<file path="config.mk">
export PLATFORM = sky130hd
export DESIGN_NAME = fifo_ctrl
export DESIGN_NICKNAME = d
export VERILOG_FILES = /design/src/rtl/fifo_ctrl.sv
export SDC_FILE = /design/constraint.sdc
export NUM_CORES = 1
export LEC_CHECK = 0
export CAP_MARGIN = 30
export CORE_ASPECT_RATIO = 2
export CORE_MARGIN = 2
export CORE_UTILIZATION = 44
export CTS_CLUSTER_SIZE = 24
export DETAILED_ROUTE_END_ITERATION = 7
export PLACE_DENSITY = 0.79
export SLEW_MARGIN = 20
export SYNTH_ARGS = -nofsm -noshare
export SYNTH_HDL_FRONTEND = slang
export SYNTH_SLANG_ARGS = --single-unit
</file>
<file path="constraint.sdc">
create_clock -name clk -period 5.35 [get_ports clk]
set_clock_uncertainty 0.15 [all_clocks]
set_input_delay 0.535 -clock clk [delete_from_list [all_inputs] [get_ports clk]]
set_output_delay 0.535 -clock clk [all_outputs]
set_load 0.05 [all_outputs]
</file>
<file path="src/rtl/fifo_ctrl.sv">
// Pointer, occupancy and flag controller for a first-word-fall-through queue RAM.
// Optional build macro FIFO_ERR_STICKY_EN: overflow/underflow errors hold at 1 until reset_L=0.
module fifo_ctrl #(
  parameter int DATA_SIZE       = 10,
  parameter int MAIN_QUEUE_SIZE = 8
) (
  input  logic                       clk,
  input  logic                       reset_L,
  input  logic                       push,
  input  logic                       pop,
  input  logic [MAIN_QUEUE_SIZE:0]   umbral_alto,
  input  logic [MAIN_QUEUE_SIZE:0]   umbral_bajo,
  output logic                       write,
  output logic                       read,
  output logic [MAIN_QUEUE_SIZE-1:0] wr_ptr,
  output logic [MAIN_QUEUE_SIZE-1:0] rd_ptr,
  output logic [MAIN_QUEUE_SIZE:0]   fifo_count,
  output logic                       full,
  output logic                       empty,
  output logic                       almost_full,
  output logic                       almost_empty,
  output logic                       overflow_err,
  output logic                       underflow_err
);

  localparam logic [MAIN_QUEUE_SIZE:0] Depth = {1'b1, {MAIN_QUEUE_SIZE{1'b0}}};

  // DATA_SIZE only sizes the companion RAM; this controller never handles data words.
  if (DATA_SIZE < 1) begin : g_data_size_invalid
  end

  logic [MAIN_QUEUE_SIZE-1:0] wr_ptr_q, wr_ptr_d;
  logic [MAIN_QUEUE_SIZE-1:0] rd_ptr_q, rd_ptr_d;
  logic [MAIN_QUEUE_SIZE:0]   count_q, count_d;
  logic full_q, full_d, empty_q, empty_d;
  logic afull_q, afull_d, aempty_q, aempty_d;
  logic ovf_q, ovf_d, udf_q, udf_d;

  // Gating with reset_L keeps the RAM untouched while reset is held.
  assign write = push & ~full_q  & reset_L;
  assign read  = pop  & ~empty_q & reset_L;

  always_comb begin
    // NOTE: every variable gets a default before any branch, so no latch can be inferred.
    wr_ptr_d = wr_ptr_q;
    rd_ptr_d = rd_ptr_q;
    count_d  = count_q;

    if (write) wr_ptr_d = wr_ptr_q + 1'b1;
    if (read)  rd_ptr_d = rd_ptr_q + 1'b1;

    unique case ({write, read})
      2'b10:   count_d = count_q + 1'b1;
      2'b01:   count_d = count_q - 1'b1;
      default: count_d = count_q;
    endcase

    // Flags come from the next-state count so they move on the same edge as fifo_count.
    full_d   = (count_d == Depth);
    empty_d  = (count_d == '0);
    afull_d  = (count_d >= umbral_alto);
    aempty_d = (count_d <= umbral_bajo);

`ifdef FIFO_ERR_STICKY_EN
    ovf_d = ovf_q | (push & full_q);
    udf_d = udf_q | (pop  & empty_q);
`else
    ovf_d = push & full_q;
    udf_d = pop  & empty_q;
`endif
  end

  // NOTE: only control state is reset; the RAM contents are deliberately left as they are.
  always_ff @(posedge clk or negedge reset_L) begin
    if (!reset_L) begin
      wr_ptr_q <= '0;
      rd_ptr_q <= '0;
      count_q  <= '0;
      full_q   <= 1'b0;
      empty_q  <= 1'b1;
      afull_q  <= 1'b0;
      aempty_q <= 1'b1;
      ovf_q    <= 1'b0;
      udf_q    <= 1'b0;
    end else begin
      // NOTE: non-blocking '<=' so every register samples the pre-edge values.
      wr_ptr_q <= wr_ptr_d;
      rd_ptr_q <= rd_ptr_d;
      count_q  <= count_d;
      full_q   <= full_d;
      empty_q  <= empty_d;
      afull_q  <= afull_d;
      aempty_q <= aempty_d;
      ovf_q    <= ovf_d;
      udf_q    <= udf_d;
    end
  end

  assign wr_ptr        = wr_ptr_q;
  assign rd_ptr        = rd_ptr_q;
  assign fifo_count    = count_q;
  assign full          = full_q;
  assign empty         = empty_q;
  assign almost_full   = afull_q;
  assign almost_empty  = aempty_q;
  assign overflow_err  = ovf_q;
  assign underflow_err = udf_q;

endmodule
</file>
Word-level counts from Yosys, hierarchy flattened
Cells that the tools add are included.
{"block": "totals", "register_bits": 31, "in_bits": 22, "output_inout_bits": 33, "elab_cells": 28}
{"block": "classes", "n_addsub": 4, "n_lt_le_gt_ge": 2, "eq_ne": 3, "mux": 1, "n_bitwise": 8, "n_reduce_logical": 1}
{"operator": "9-bit one-hot mux with 2 select lines", "count": 1}
{"operator": "8-bit by 1-bit adder with 8-bit output (second input constant)", "count": 2}
{"operator": "9-bit by 1-bit adder with 9-bit output (second input constant)", "count": 1}
{"operator": "9-bit equality test (second input constant)", "count": 1}
{"operator": "9-bit >= comparator", "count": 1}
{"operator": "9-bit less-or-equal comparator", "count": 1}
{"operator": "9-bit zero test", "count": 1}
{"operator": "9-bit by 1-bit subtractor with 9-bit output (second input constant)", "count": 1}
{"operator": "1-bit bitwise AND", "count": 6}
{"operator": "2-bit by 1-bit equality test with 1-bit output (second input constant)", "count": 1}
{"operator": "2-bit equality test (second input constant)", "count": 1}
{"operator": "1-bit NOT", "count": 2}

Depth between registers and ports, before layout
{"block": "logic_depth", "ltp_word": 6, "depth_mapped": 15, "depth_no_buf": 14}

Worst setup path after synthesis
No wires, ideal clock.
{"block": "synth_path", "path_type": "input port to flip-flop", "from": "input reset_L", "to": "register afull_q, in the netlist almost_full", "setup_ps": 118, "arrival_ps": 4301, "t_required_ps": 5082, "path_slack_ps": 781, "cell_stages": 14, "n_path_buf": 1, "cell_sequence": "and3b_1 -> clkbuf_1 -> ha_1 -> ha_1 -> a211oi_1 -> o21ai_0 -> xnor2_1 -> o21ai_0 -> ha_1 -> a21oi_1 -> o21ai_0 -> maj3_1 -> maj3_1 -> a21o_1"}
{"block": "synth_via", "elab_chain_len": 4, "word_cells_on_any_way": 6}
{"item": "start: declaration", "line_no": "8", "text": "input logic reset_L,"}
{"item": "1-bit bitwise AND (*)", "line_no": "41", "text": "assign read = pop & ~empty_q & reset_L;"}
{"item": "net read", "line_no": "14", "text": "output logic read,"}
{"item": "2-bit by 1-bit equality test with 1-bit output or 2-bit equality test (tied branches)", "line_no": "52", "text": "unique case ({write, read})"}
{"item": "9-bit one-hot mux with 2 select lines (*)", "line_no": "52"}
{"item": "net count_d[5]", "line_no": "34", "text": "logic [MAIN_QUEUE_SIZE:0] count_q, count_d;"}
{"item": "9-bit >= comparator (*)", "line_no": "61", "text": "afull_d = (count_d >= umbral_alto);"}
{"item": "net afull_d", "line_no": "36", "text": "logic afull_q, afull_d, aempty_q, aempty_d;"}
{"item": "end signal: assignment", "line_no": "92", "text": "afull_q <= afull_d;"}
{"item": "end: declaration", "line_no": "36"}
Mark *: on every way through the listed nets, which the timed path passes. The rest lies on a longest branch.
A chain may end at the register's enable or synchronous reset.

Worst setup path after layout
{"block": "layout_path", "from": "input reset_L", "to": "register afull_q, in the netlist almost_full"}
{"block": "layout_via", "elab_chain_len": 4, "word_cells_on_any_way": 6}
{"item": "1-bit bitwise AND (on tied branches)", "line_no": "41, 40"}
{"item": "2-bit by 1-bit equality test with 1-bit output or 2-bit equality test (tied branches)", "line_no": "52"}
{"item": "9-bit one-hot mux with 2 select lines (*)", "line_no": "52"}
{"item": "net count_d[5]", "line_no": "34"}
{"item": "9-bit >= comparator (*)", "line_no": "61"}
{"item": "net afull_d", "line_no": "36"}
Marked as above.

==> metrics.md <==
| Metric | Value |
|---|---|
| Tcrit/Tclk final | 0.8221 |
| Compound-Gate Fraction of Synth Area | 0.1617 |
| Final worst slack | 951.6 ps |
| Final cell count without fillers | 327 |
| Worst path max stage delay | 540 ps |
| Sink Count | 31 |
| Prevailing post-synth register cell | dfrtp_1 |
| TritonCTS clock tree | yes |
| Async S/R FF share, synth | 1.000 |
| Dpl ws | 652.3 ps |
| Hold Fails Final Rpt | 0 |
| Nets | 319 |
| FF+latch count, synth | 31 |
| Status | complete, no violations |
| Yosys top cell area share | 0.3500 |
| Syn Nets | 255 |
| Hold EP | rd_ptr[7] |
| Vias in the first global route | 1,927 |
| Syn avg cell area | 10.02 um2 |
| Grt total ovfl | 0 |
| Post-synth EDFFs | 0 |
| Critical path startpoint category | input pin |
| Hold_sp | rd_ptr[7] |
| Register area share after synthesis | 0.3754 |
| DRT antenna net count | 0 |
| Req. time, crit path | 5380 ps |
| Crit path kind | input pin to register |
| Fin. max-slew vios | 0 |
| GPL Wtd Cong | 0.8663 |
| Synthesized cell area | 2073 um2 |
| CTS H-Tree Depth | 2 |
| DR vias | 1,815 |
| Number of DRC markers in iteration 0 | 12 |
| WP data arrival | 4430 ps |
| Leakage | 1.300 nW |
| Largest family of logic cells by synthesized area | adder cells |
| Reg2reg setup slack | 1240 ps |
| Postcts setup bufs | 0 |
| Die area | 5310 um2 |
| Vias/cell | 5.550 |
| Diode count | 0 |
| DR pass1 iterations | 4 |
| FF-to-FF End | almost_full |
| Hold Path Cell Cnt | 1 |
| Clk_lat worst skew | 280 ps |
| WL final | 4.817 mm |
| Port Buffers | 54 |
| Reg2Reg Depth | 13 |
| GRT Util Overall | 0.2086 |
| DRC viols | 0 |
| VDD IR-drop max | 388.8 uV |
| Simple-Gate Fraction of Synth Area | 0.1503 |
| Final setup viols | 0 |
| RSZ-0062 raised after global routing | false |
| Synth warn | 0 |
| Root Buffer | clkbuf_8 |
| IO Pins | 55 |
| Synth Instances | 207 |
| Commonest cells after routing, fill and taps aside | clkdlybuf4s50_1 (54), dfrtp_1 (29), ha_1 (25) |
| Worst hold path type | register to register |
| Post-synthesis mux area share | 0.01086 |
| Top post-synthesis cells by area | dfrtp_1 (35%), ha_1 (15%), xnor2_1 (6.3%) |
| Actual slew at the worst max-slew pin | 512.0 ps |
| Inserted Clock Buffers | 5 |
| Die width | 52.54 um |
| CP max-delay cell | clkdlybuf4s50_1 |
| Leading area contributor after synthesis | dfrtp_1 |
| Post-layout minimum cycle time | 4398 ps |
| Fraction of layout cells with a size suffix above 1 | 0.08824 |
| Netlist cell types | 48 |
| Max-slew headroom | 0.6576 |
| CTS Buffer Depth | 2 |
| CTS resizes | 0 |
| Commonest non-fill, non-tap cell in the layout | clkdlybuf4s50_1 |
| # hold bufs at CTS | 0 |
| Core Area | 4554 um2 |
| CP cell instances | clkdlybuf4s50_1 -> nand3b_1 -> ha_1 -> ha_1 -> a211oi_1 -> o21ai_0 -> xnor2_1 -> o21ai_0 -> ha_1 -> a21oi_1 -> o21ai_0 -> maj3_1 -> maj3_1 -> a21o_1 |
| Synth-to-layout area growth | 36.45% |
| Max Cap Viol | 0 |
| Inst Count DP | 319 |
| Post-Synth Adder-Cell Area | 0.1702 |
| Critical path fanouts, max | 6 |
| Pwr Total | 1.690 mW |
| Largest net degree at the start of global routing | 23 |
| F_max | 227.4 MHz |
| Pwr Density | 597.4 nW/um2 |
| Core Rows | 35 |
| HPWL after DPL | 3.957 mm |
| Final TNS setup | 0 ps |
| Number of fill cells | 404 |
| Crit path capture type | register |
| Starting Density | 0.4552 |
| Die H | 101.1 um |
| Reg-to-Reg Start | full |
| Global-route wire length before repair | 8.280 mm |
| Avg WL per Cell | 14.73 um |
| Reg clk slew, reported paths | 70 ps |
| Post-synthesis xor/xnor area fraction | 0.08027 |
| Antenna violations before repair | 0 |
==> kinds of logic (layout without fill, tap and decap cells) <==
kind of cell             count (synthesis)  in the layout
AND/OR/NAND/NOR                         56             56
adder cells (fa/ha/maj)                 28             28
AO/OA/AOI/OAI                           45             45
buffers and inverters                   26             91
multiplexers                             2              2
flip-flops                              31             31
XOR/XNOR                                19             19
==> flip-flops by register name, summed over array words and instances (netlist names) <==
signal	cells
underflow_err	1
almost_full	1
overflow_err	1
wr_ptr	8
fifo_count	9
rd_ptr	8
almost_empty	1
empty	1
full	1
==> cells in the mapped netlist (2+ instances only) <==
| cell type | instances |
|---|---|
| and3_1 | 3 |
| nand3_1 | 4 |
| a21o_1 | 4 |
| or4_1 | 3 |
| nand2_1 | 13 |
| o21a_1 | 4 |
| o211a_1 | 2 |
| xnor2_1 | 15 |
| nand4_1 | 6 |
| a211oi_1 | 3 |
| inv_1 | 22 |
| ha_1 | 25 |
| xor2_1 | 4 |
| nor2_1 | 8 |
| nor3b_1 | 5 |
| maj3_1 | 2 |
| nand2b_1 | 4 |
| dfrtp_1 | 29 |
| o211ai_1 | 5 |
| dfstp_2 | 2 |
| o2111ai_1 | 4 |
| mux2_2 | 2 |
| o21ai_0 | 8 |
| a21oi_1 | 5 |
| and2_1 | 2 |
==> critical path, delay by kind of cell <==
kind / cells / cell delay, ps
adder cells (fa/ha/maj): 5 / 1730
buffers and inverters: 1 / 540
XOR/XNOR: 1 / 140
AO/OA/AOI/OAI: 6 / 1280
AND/OR/NAND/NOR: 1 / 200
==> final cells by class <==
class	count	area [um2]	area share
Tap cell	55	68.82	0.02433
Timing Repair Buffer	61	593.1	0.2096
Clock inverter	2	35.03	0.01238
Clock buffer	6	82.58	0.02919
Inverter	22	82.58	0.02919
Sequential cell	31	778.2	0.2751
Multi-Input combinational cell	150	1189	0.4202
==> how the worst max path moves through the flow <==
stage	startpoint	depth (start not counted)	end
after global routing	reset_L	14	almost_full
after global placement	reset_L	14	almost_full
after floorplan	reset_L	14	almost_full
after detailed placement	reset_L	14	almost_full
final	reset_L	14	almost_full
after CTS	reset_L	14	almost_full
==> metal layers <==
layer	global-route usage	wire [um]
met5	0	0
met4	0.1302	255
met3	0.03709	156
met2	0.3837	2786
met1	0.2009	1619
==> where the power goes <==
part           internal [mW]  switching, mW
clock                  0.151         0.0875
sequential             0.321         0.0984
combinational          0.407          0.625
==> through the flow <==
step / util / instance area, um2 / hold slack (ps)
2_1_floorplan: - / 2073 / 89.41
3_3_place_gp: 0.5953 / 2711 / 310.5
3_5_place_dp: 0.5953 / 2711 / 320.0
4_1_cts: 0.6212 / 2829 / 328.8
5_1_grt: 0.6212 / 2829 / 359.8
6_report: 0.6212 / 2829 / 323.5
(Power assumes the default switching activity.)
